$ cat src/rtl/pixel_stream_pkg.sv
// pixel_stream_pkg: beat layout, video packet type and write-FSM states shared by the packetizer.
package pixel_stream_pkg;
    typedef struct packed {
        logic        sop;
        logic        eop;
        logic [11:0] data;
    } beat_t;
    localparam logic [3:0] VIDEO_PKT_TYPE = 4'h0;
    typedef enum logic [1:0] {IDLE, HEADER, ACTIVE} wr_state_t;
endpackage

$ cat src/rtl/pixel_packetizer_if.sv
// pixel_packetizer_if: pixel input, Avalon-ST output and status flags of the packetizer.
interface pixel_packetizer_if;
    logic [11:0] pix_data;
    logic        pix_valid;
    logic        frame_start;
    logic [11:0] data_out;
    logic        sop_out;
    logic        eop_out;
    logic        valid_out;
    logic        ready_in;
    logic        overflow;
    logic        frame_err;
    modport master (
        output pix_data, pix_valid, frame_start, ready_in,
        input  data_out, sop_out, eop_out, valid_out, overflow, frame_err
    );
    modport slave (
        input  pix_data, pix_valid, frame_start, ready_in,
        output data_out, sop_out, eop_out, valid_out, overflow, frame_err
    );
endinterface

$ cat src/rtl/stream_fifo.sv
// stream_fifo: first-word-fall-through FIFO; head reads as zero while empty.
module stream_fifo #(
    parameter int WIDTH = 14,
    parameter int DEPTH = 16
) (
    input  logic             clk,
    input  logic             rst_n,
    input  logic             push,
    input  logic             pop,
    input  logic [WIDTH-1:0] din,
    output logic [WIDTH-1:0] dout,
    output logic             full,
    output logic             empty
);
    localparam int AW = $clog2(DEPTH);
    logic [AW:0]      wr_ptr, rd_ptr;
    logic [WIDTH-1:0] mem [DEPTH];
    logic             wr_en, rd_en;
    assign empty = wr_ptr == rd_ptr;
    assign full  = (wr_ptr[AW] != rd_ptr[AW]) && (wr_ptr[AW-1:0] == rd_ptr[AW-1:0]);
    assign wr_en = push && !full;
    assign rd_en = pop && !empty;
    assign dout  = empty ? '0 : mem[rd_ptr[AW-1:0]];
    always_ff @(posedge clk or negedge rst_n) begin
        if (!rst_n) begin
            wr_ptr <= '0;
            rd_ptr <= '0;
        end else begin
            if (wr_en) wr_ptr <= wr_ptr + (AW+1)'(1);
            if (rd_en) rd_ptr <= rd_ptr + (AW+1)'(1);
        end
    end
    always_ff @(posedge clk) begin
        if (wr_en) mem[wr_ptr[AW-1:0]] <= din;
    end
endmodule

$ cat src/rtl/pixel_packetizer.sv
// pixel_packetizer: frames an unstallable pixel stream into Avalon-ST packets; PIXEL_PACKETIZER_HEADER_EN adds a header beat.
module pixel_packetizer
    import pixel_stream_pkg::*;
#(
    parameter int FRAME_W    = 640,
    parameter int FRAME_H    = 480,
    parameter int FIFO_DEPTH = 16
) (
    input logic               clock_clk,
    input logic               reset_n,
    pixel_packetizer_if.slave bus
);
`ifdef PIXEL_PACKETIZER_HEADER_EN
    localparam bit HDR_EN = 1'b1;
`else
    localparam bit HDR_EN = 1'b0;
`endif
    localparam int XW = FRAME_W > 1 ? $clog2(FRAME_W) : 1;
    localparam int YW = FRAME_H > 1 ? $clog2(FRAME_H) : 1;
    localparam logic [XW-1:0] XMAX = XW'(FRAME_W - 1);
    localparam logic [YW-1:0] YMAX = YW'(FRAME_H - 1);
    wr_state_t       state, next_state, start_state;
    logic [XW-1:0]   x;
    logic [YW-1:0]   y;
    logic            full, empty, push, pop, clr, adv, set_ovf, set_err, last;
    logic            ovf_q, err_q;
    beat_t           wr_beat, head;
    assign start_state = HDR_EN ? HEADER : ACTIVE;
    assign last        = (x == XMAX) && (y == YMAX);
    always_ff @(posedge clock_clk or negedge reset_n) begin
        if (!reset_n) state <= IDLE;
        else          state <= next_state;
    end
    always_comb begin
        next_state = state;
        case (state)
            IDLE:    next_state = bus.frame_start ? start_state : IDLE;
            HEADER:  next_state = bus.frame_start ? HEADER : (full ? HEADER : ACTIVE);
            ACTIVE:  next_state = bus.frame_start ? start_state : ((bus.pix_valid && last) ? IDLE : ACTIVE);
            default: next_state = IDLE;
        endcase
    end
    // frame_start always wins: any pixel coincident with it belongs to the abandoned frame
    always_comb begin
        clr     = bus.frame_start;
        set_err = bus.frame_start && state != IDLE;
        push    = !bus.frame_start && !full && (state == HEADER || (state == ACTIVE && bus.pix_valid));
        adv     = !bus.frame_start && state == ACTIVE && bus.pix_valid;
        set_ovf = !bus.frame_start && bus.pix_valid && (state == HEADER || (state == ACTIVE && full));
        wr_beat = state == HEADER ? {1'b1, 1'b0, 8'h00, VIDEO_PKT_TYPE}
                                  : {!HDR_EN && x == '0 && y == '0, last, bus.pix_data};
    end
    always_ff @(posedge clock_clk or negedge reset_n) begin
        if (!reset_n) begin
            x     <= '0;
            y     <= '0;
            ovf_q <= 1'b0;
            err_q <= 1'b0;
        end else begin
            if (clr) begin
                x <= '0;
                y <= '0;
            end else if (adv) begin
                x <= x == XMAX ? '0 : x + XW'(1);
                if (x == XMAX) y <= y == YMAX ? '0 : y + YW'(1);
            end
            ovf_q <= ovf_q | set_ovf;
            err_q <= err_q | set_err;
        end
    end
    assign pop = !empty && bus.ready_in;
    stream_fifo #(.WIDTH($bits(beat_t)), .DEPTH(FIFO_DEPTH)) u_fifo (
        .clk   (clock_clk),
        .rst_n (reset_n),
        .push  (push),
        .pop   (pop),
        .din   (wr_beat),
        .dout  (head),
        .full  (full),
        .empty (empty)
    );
    assign bus.valid_out = !empty;
    assign bus.data_out  = head.data;
    assign bus.sop_out   = head.sop;
    assign bus.eop_out   = head.eop;
    assign bus.overflow  = ovf_q;
    assign bus.frame_err = err_q;
endmodule

$ cat src/flat_wrapper.sv
// flat-port wrapper written by rule: the top's interface ports become plain ports
module pixel_packetizer_flat import pixel_stream_pkg::*;
#(
    parameter int FRAME_W    = 640,
    parameter int FRAME_H    = 480,
    parameter int FIFO_DEPTH = 16
)
  (clock_clk, reset_n, bus_pix_data, bus_pix_valid, bus_frame_start, bus_ready_in, bus_data_out, bus_sop_out, bus_eop_out, bus_valid_out, bus_overflow, bus_frame_err);
  pixel_packetizer_if bus_i ();
  input logic clock_clk;
  input logic reset_n;
  input wire logic [$bits(bus_i.pix_data)-1:0] bus_pix_data;
  input wire logic [$bits(bus_i.pix_valid)-1:0] bus_pix_valid;
  input wire logic [$bits(bus_i.frame_start)-1:0] bus_frame_start;
  input wire logic [$bits(bus_i.ready_in)-1:0] bus_ready_in;
  output wire logic [$bits(bus_i.data_out)-1:0] bus_data_out;
  output wire logic [$bits(bus_i.sop_out)-1:0] bus_sop_out;
  output wire logic [$bits(bus_i.eop_out)-1:0] bus_eop_out;
  output wire logic [$bits(bus_i.valid_out)-1:0] bus_valid_out;
  output wire logic [$bits(bus_i.overflow)-1:0] bus_overflow;
  output wire logic [$bits(bus_i.frame_err)-1:0] bus_frame_err;
  assign bus_i.pix_data = bus_pix_data;
  assign bus_i.pix_valid = bus_pix_valid;
  assign bus_i.frame_start = bus_frame_start;
  assign bus_i.ready_in = bus_ready_in;
  assign bus_data_out = bus_i.data_out;
  assign bus_sop_out = bus_i.sop_out;
  assign bus_eop_out = bus_i.eop_out;
  assign bus_valid_out = bus_i.valid_out;
  assign bus_overflow = bus_i.overflow;
  assign bus_frame_err = bus_i.frame_err;
  pixel_packetizer #(.FRAME_W(FRAME_W), .FRAME_H(FRAME_H), .FIFO_DEPTH(FIFO_DEPTH)) u_core (.clock_clk(clock_clk), .reset_n(reset_n), .bus(bus_i));
endmodule
$ cat config.mk
export PLATFORM = sky130hd
export DESIGN_NAME = pixel_packetizer_flat
export DESIGN_NICKNAME = d
export VERILOG_FILES = /design/src/rtl/pixel_stream_pkg.sv /design/src/rtl/pixel_packetizer_if.sv /design/src/rtl/stream_fifo.sv /design/src/rtl/pixel_packetizer.sv /design/src/flat_wrapper.sv
export SDC_FILE = /design/constraint.sdc
export NUM_CORES = 1
export LEC_CHECK = 0
export BUFFER_PORTS_ARGS = -buffer_cell sky130_fd_sc_hd__buf_2
export CAP_MARGIN = 20
export CORE_MARGIN = 5
export CORE_UTILIZATION = 49
export DETAILED_ROUTE_END_ITERATION = 10
export GPL_TIMING_DRIVEN = 0
export PLACE_DENSITY_LB_ADDON = 0.12
export SYNTH_ARGS = -nofsm -noshare
export SYNTH_HDL_FRONTEND = slang
export SYNTH_SLANG_ARGS = --single-unit
$ cat constraint.sdc
create_clock -name clock_clk -period 3 [get_ports clock_clk]
set_clock_uncertainty 0.05 [all_clocks]
set_input_delay 0 -clock clock_clk [delete_from_list [all_inputs] [get_ports clock_clk]]
set_output_delay 0 -clock clock_clk [all_outputs]
set_load 0.01 [all_outputs]
==> results.tsv <==
metric	value	unit
outcome	complete, no violations	
Largest delay share family, worst path	buffers and inverters	
WP data required	2.95	ns
clock root buffer	clkbuf_16	
Post-CTS Setup Bufs	0	
number of buffers created by CTS	27	
total gr overflow	0	
# clock sinks	257	
total number of vias	5608	
Port Buffers	33	
RePlAce Congestion	0.810	
Worst Path Arrival	2.86	ns
overall routing resource usage	19.4	%
H-tree depth	1	
largest net degree at the start of global routing	34	
Cell Chain, Critical Path	buf_2, clkdlybuf4s15_1, mux4_2, a22oi_1, a21oi_2, buf_2	
die width	157	um
DP Area	11200	um^2
largest fanout on the critical path	10	
Syn. warnings	0	
WL per Instance	24.5	um
slew margin rel.	34.8	%
Avg Cell Area, Syn	18.4	um^2
fin crit period	2.91	ns
die area	24800	um^2
Worst path max stage delay	0.70	ns
Area Growth Syn to Fin	14.6	%
worst hold stages	2	
Post-synth EDFFs	224	
pwr dens	898	nW/um^2
LEAKAGE	4.15	nW
Worst VDD drop	0.506	mV
# DRC	0	
Crit. path cell count	6	
cell row count	54	
share of layout cells above drive strength 1	25.9	%
I/O pin cnt	34	
Reg clk slew, reported paths	0.06	ns
top cell type's share of synthesized area	63.1	%
Final nets	675	
final design utilization	56.4	%
ranking of synthesized cells by area	edfxtp_1 (63%), mux4_2 (12%), dfrtp_1 (7.8%), a22oi_1 (2.0%), xor2_1 (1.4%)	
Worst setup SP type	register	
WS Path Type	reg -> out	
First-pass DRT Iterations	6	
drt first-iter violations	353	
CTS Buffer Depth	3	
HP Class	in -> reg	
RSZ-0062 raised after global routing	no	
drt total wl	23200	um
crit end category	output pin	
ys flop type	edfxtp_1	
# setup viols final	0	
Max Fclk	343	MHz
hold slack	0.0536	ns
number of global-route vias before repair	5853	
CP most frequent cell	buf_2	
drt via density	5.91	
Slew Viols, Final	0	
largest area contributor in the synthesized netlist	edfxtp_1	
post-route cell area	12200	um^2
die height	157	um
Initial Util	49.3	%
clock latency on the worst-skew pair	0.52	ns
synthesized area	10700	um^2
ys async rst share	12.8	%
CTS tree	yes	
Yosys reg bits	257	
Syn Inst Count	579	
Worst Max-Slew Pin Slew	0.978	ns
Register-to-Register Path Depth	6	
max_cap viols	0	
first-pass GRT wire length	35800	um
Syn Nets	605	
n_diodes	0	
ANT nets after route	0	
fillers	1680	
Final period util	97.1	%
initial antenna violation count	1	
most frequent cell after synthesis	edfxtp_1	
sequential share of the synthesized area	70.9	%
Detailed Place HPWL	14700	um
Synth cell types	59	
Synth top cells by count	edfxtp_1 (224), mux4_2 (56), dfrtp_1 (33)	
final hold violations	0	
Crit-path slowest cell	clkdlybuf4s15_1	
Buf/Inv on CP	3	
core area	21600	um^2
==> what timing repair did <==
action / CTS / global route
hold endpoints to repair: 47 / 0
setup endpoints to repair: 0 / 1
hold buffers: 6 / 0
gates resized for setup: 0 / 2
==> layout by cell type, fill, tap and decap left out, types with 8 or more instances in the layout <==
cell type and count:
a21oi_2 9, edfxtp_1 224, inv_1 8, dfrtp_1 33, mux4_2 56, nand2_1 13
buf_2 46, and3_1 17, o21ai_0 8, nor2_1 11, ha_1 9, clkbuf_1 13
and2_1 20, clkbuf_16 27, a21oi_1 15, a22oi_1 28, xor2_1 17
==> stage by stage <==
step	setup TNS, ns	total power [mW]	setup slack (ns)	cells
final	0	11.0	0.0857	949
after CTS	0	11.1	0.0747	949
after global routing	0	11.5	0.00595	949
after detailed placement	0	7.59	0.230	894
after global placement	-12.60	7.52	-0.844	892
after floorplan	0	6.52	0.398	579
==> kinds of logic (layout without fill, tap and decap cells) <==
logic type / after synthesis / count (layout) / share of synthesized area (%)
muxes: 58 / 58 / 12.1
AOI/OAI and AO/OA: 83 / 83 / 5.96
adders and majority gates: 9 / 9 / 1.06
buffers and inverters: 41 / 131 / 2.08
xor gates and xnor gates: 21 / 21 / 1.80
and+or+nand+nor: 110 / 110 / 6.17
DFF: 257 / 257 / 70.9
==> state kept, by name, indices dropped and copies added (netlist names) <==
signal and cells:
u_core.bus.frame_err 1, u_core.u_fifo.mem 224, u_core.x 10, u_core.y 9, u_core.state 2, u_core.u_fifo.wr_ptr 5, u_core.bus.overflow 1, u_core.u_fifo.rd_ptr 5
==> power breakdown <==
group          leakage, nW  switching (mW)  internal, mW  total (mW)
logic                 1.25            1.85          1.39        3.24
registers             2.44           0.117          4.14        4.25
clock network        0.451            1.31          2.16        3.47
==> worst reg2reg max path, delay by kind of cell, from the launching register on <==
family / cells / cell delay (ns)
buffers and inverters: 2 / 0.41
AOI/OAI and AO/OA: 1 / 0.34
and+or+nand+nor: 3 / 1.15
DFF: 1 / 0.42
==> metal layers <==
metal	GRT usage, %	up-vias	routed length [um]
li1	-	2492	-
met1	27.8	2915	9840
met2	32.1	169	11700
met3	2.45	32	1230
met4	4.59	0	486
met5	0	-	0
==> path summary, 6_finish.rpt <==
check	startpoint	to	slack, ns
worst max-delay path	u_core.u_fifo.rd_ptr[1]	bus_eop_out	0.09
worst min-delay path	bus_pix_data[11]	u_core.u_fifo.mem[10][11]	0.05
worst max register to register	u_core.state[0]	u_core.u_fifo.mem[8][4]	0.23
worst min register to register	u_core.bus.frame_err	u_core.bus.frame_err	0.42
max in group asynchronous	reset_n	u_core.y[7]	2.34
min in group asynchronous	reset_n	u_core.bus.frame_err	0.06
==> cell type report <==
cell class	instances	area (um^2)	area share, %
inverters	9	33.8	0.277
multi-input cells	281	2890	23.7
plain buffers	32	194	1.59
clock inverters	19	246	2.02
repair buffers	41	248	2.03
flip-flops and latches	257	7550	61.9
clock buffers	30	687	5.63
well taps	280	350	2.87
(Power assumes the default switching activity.)
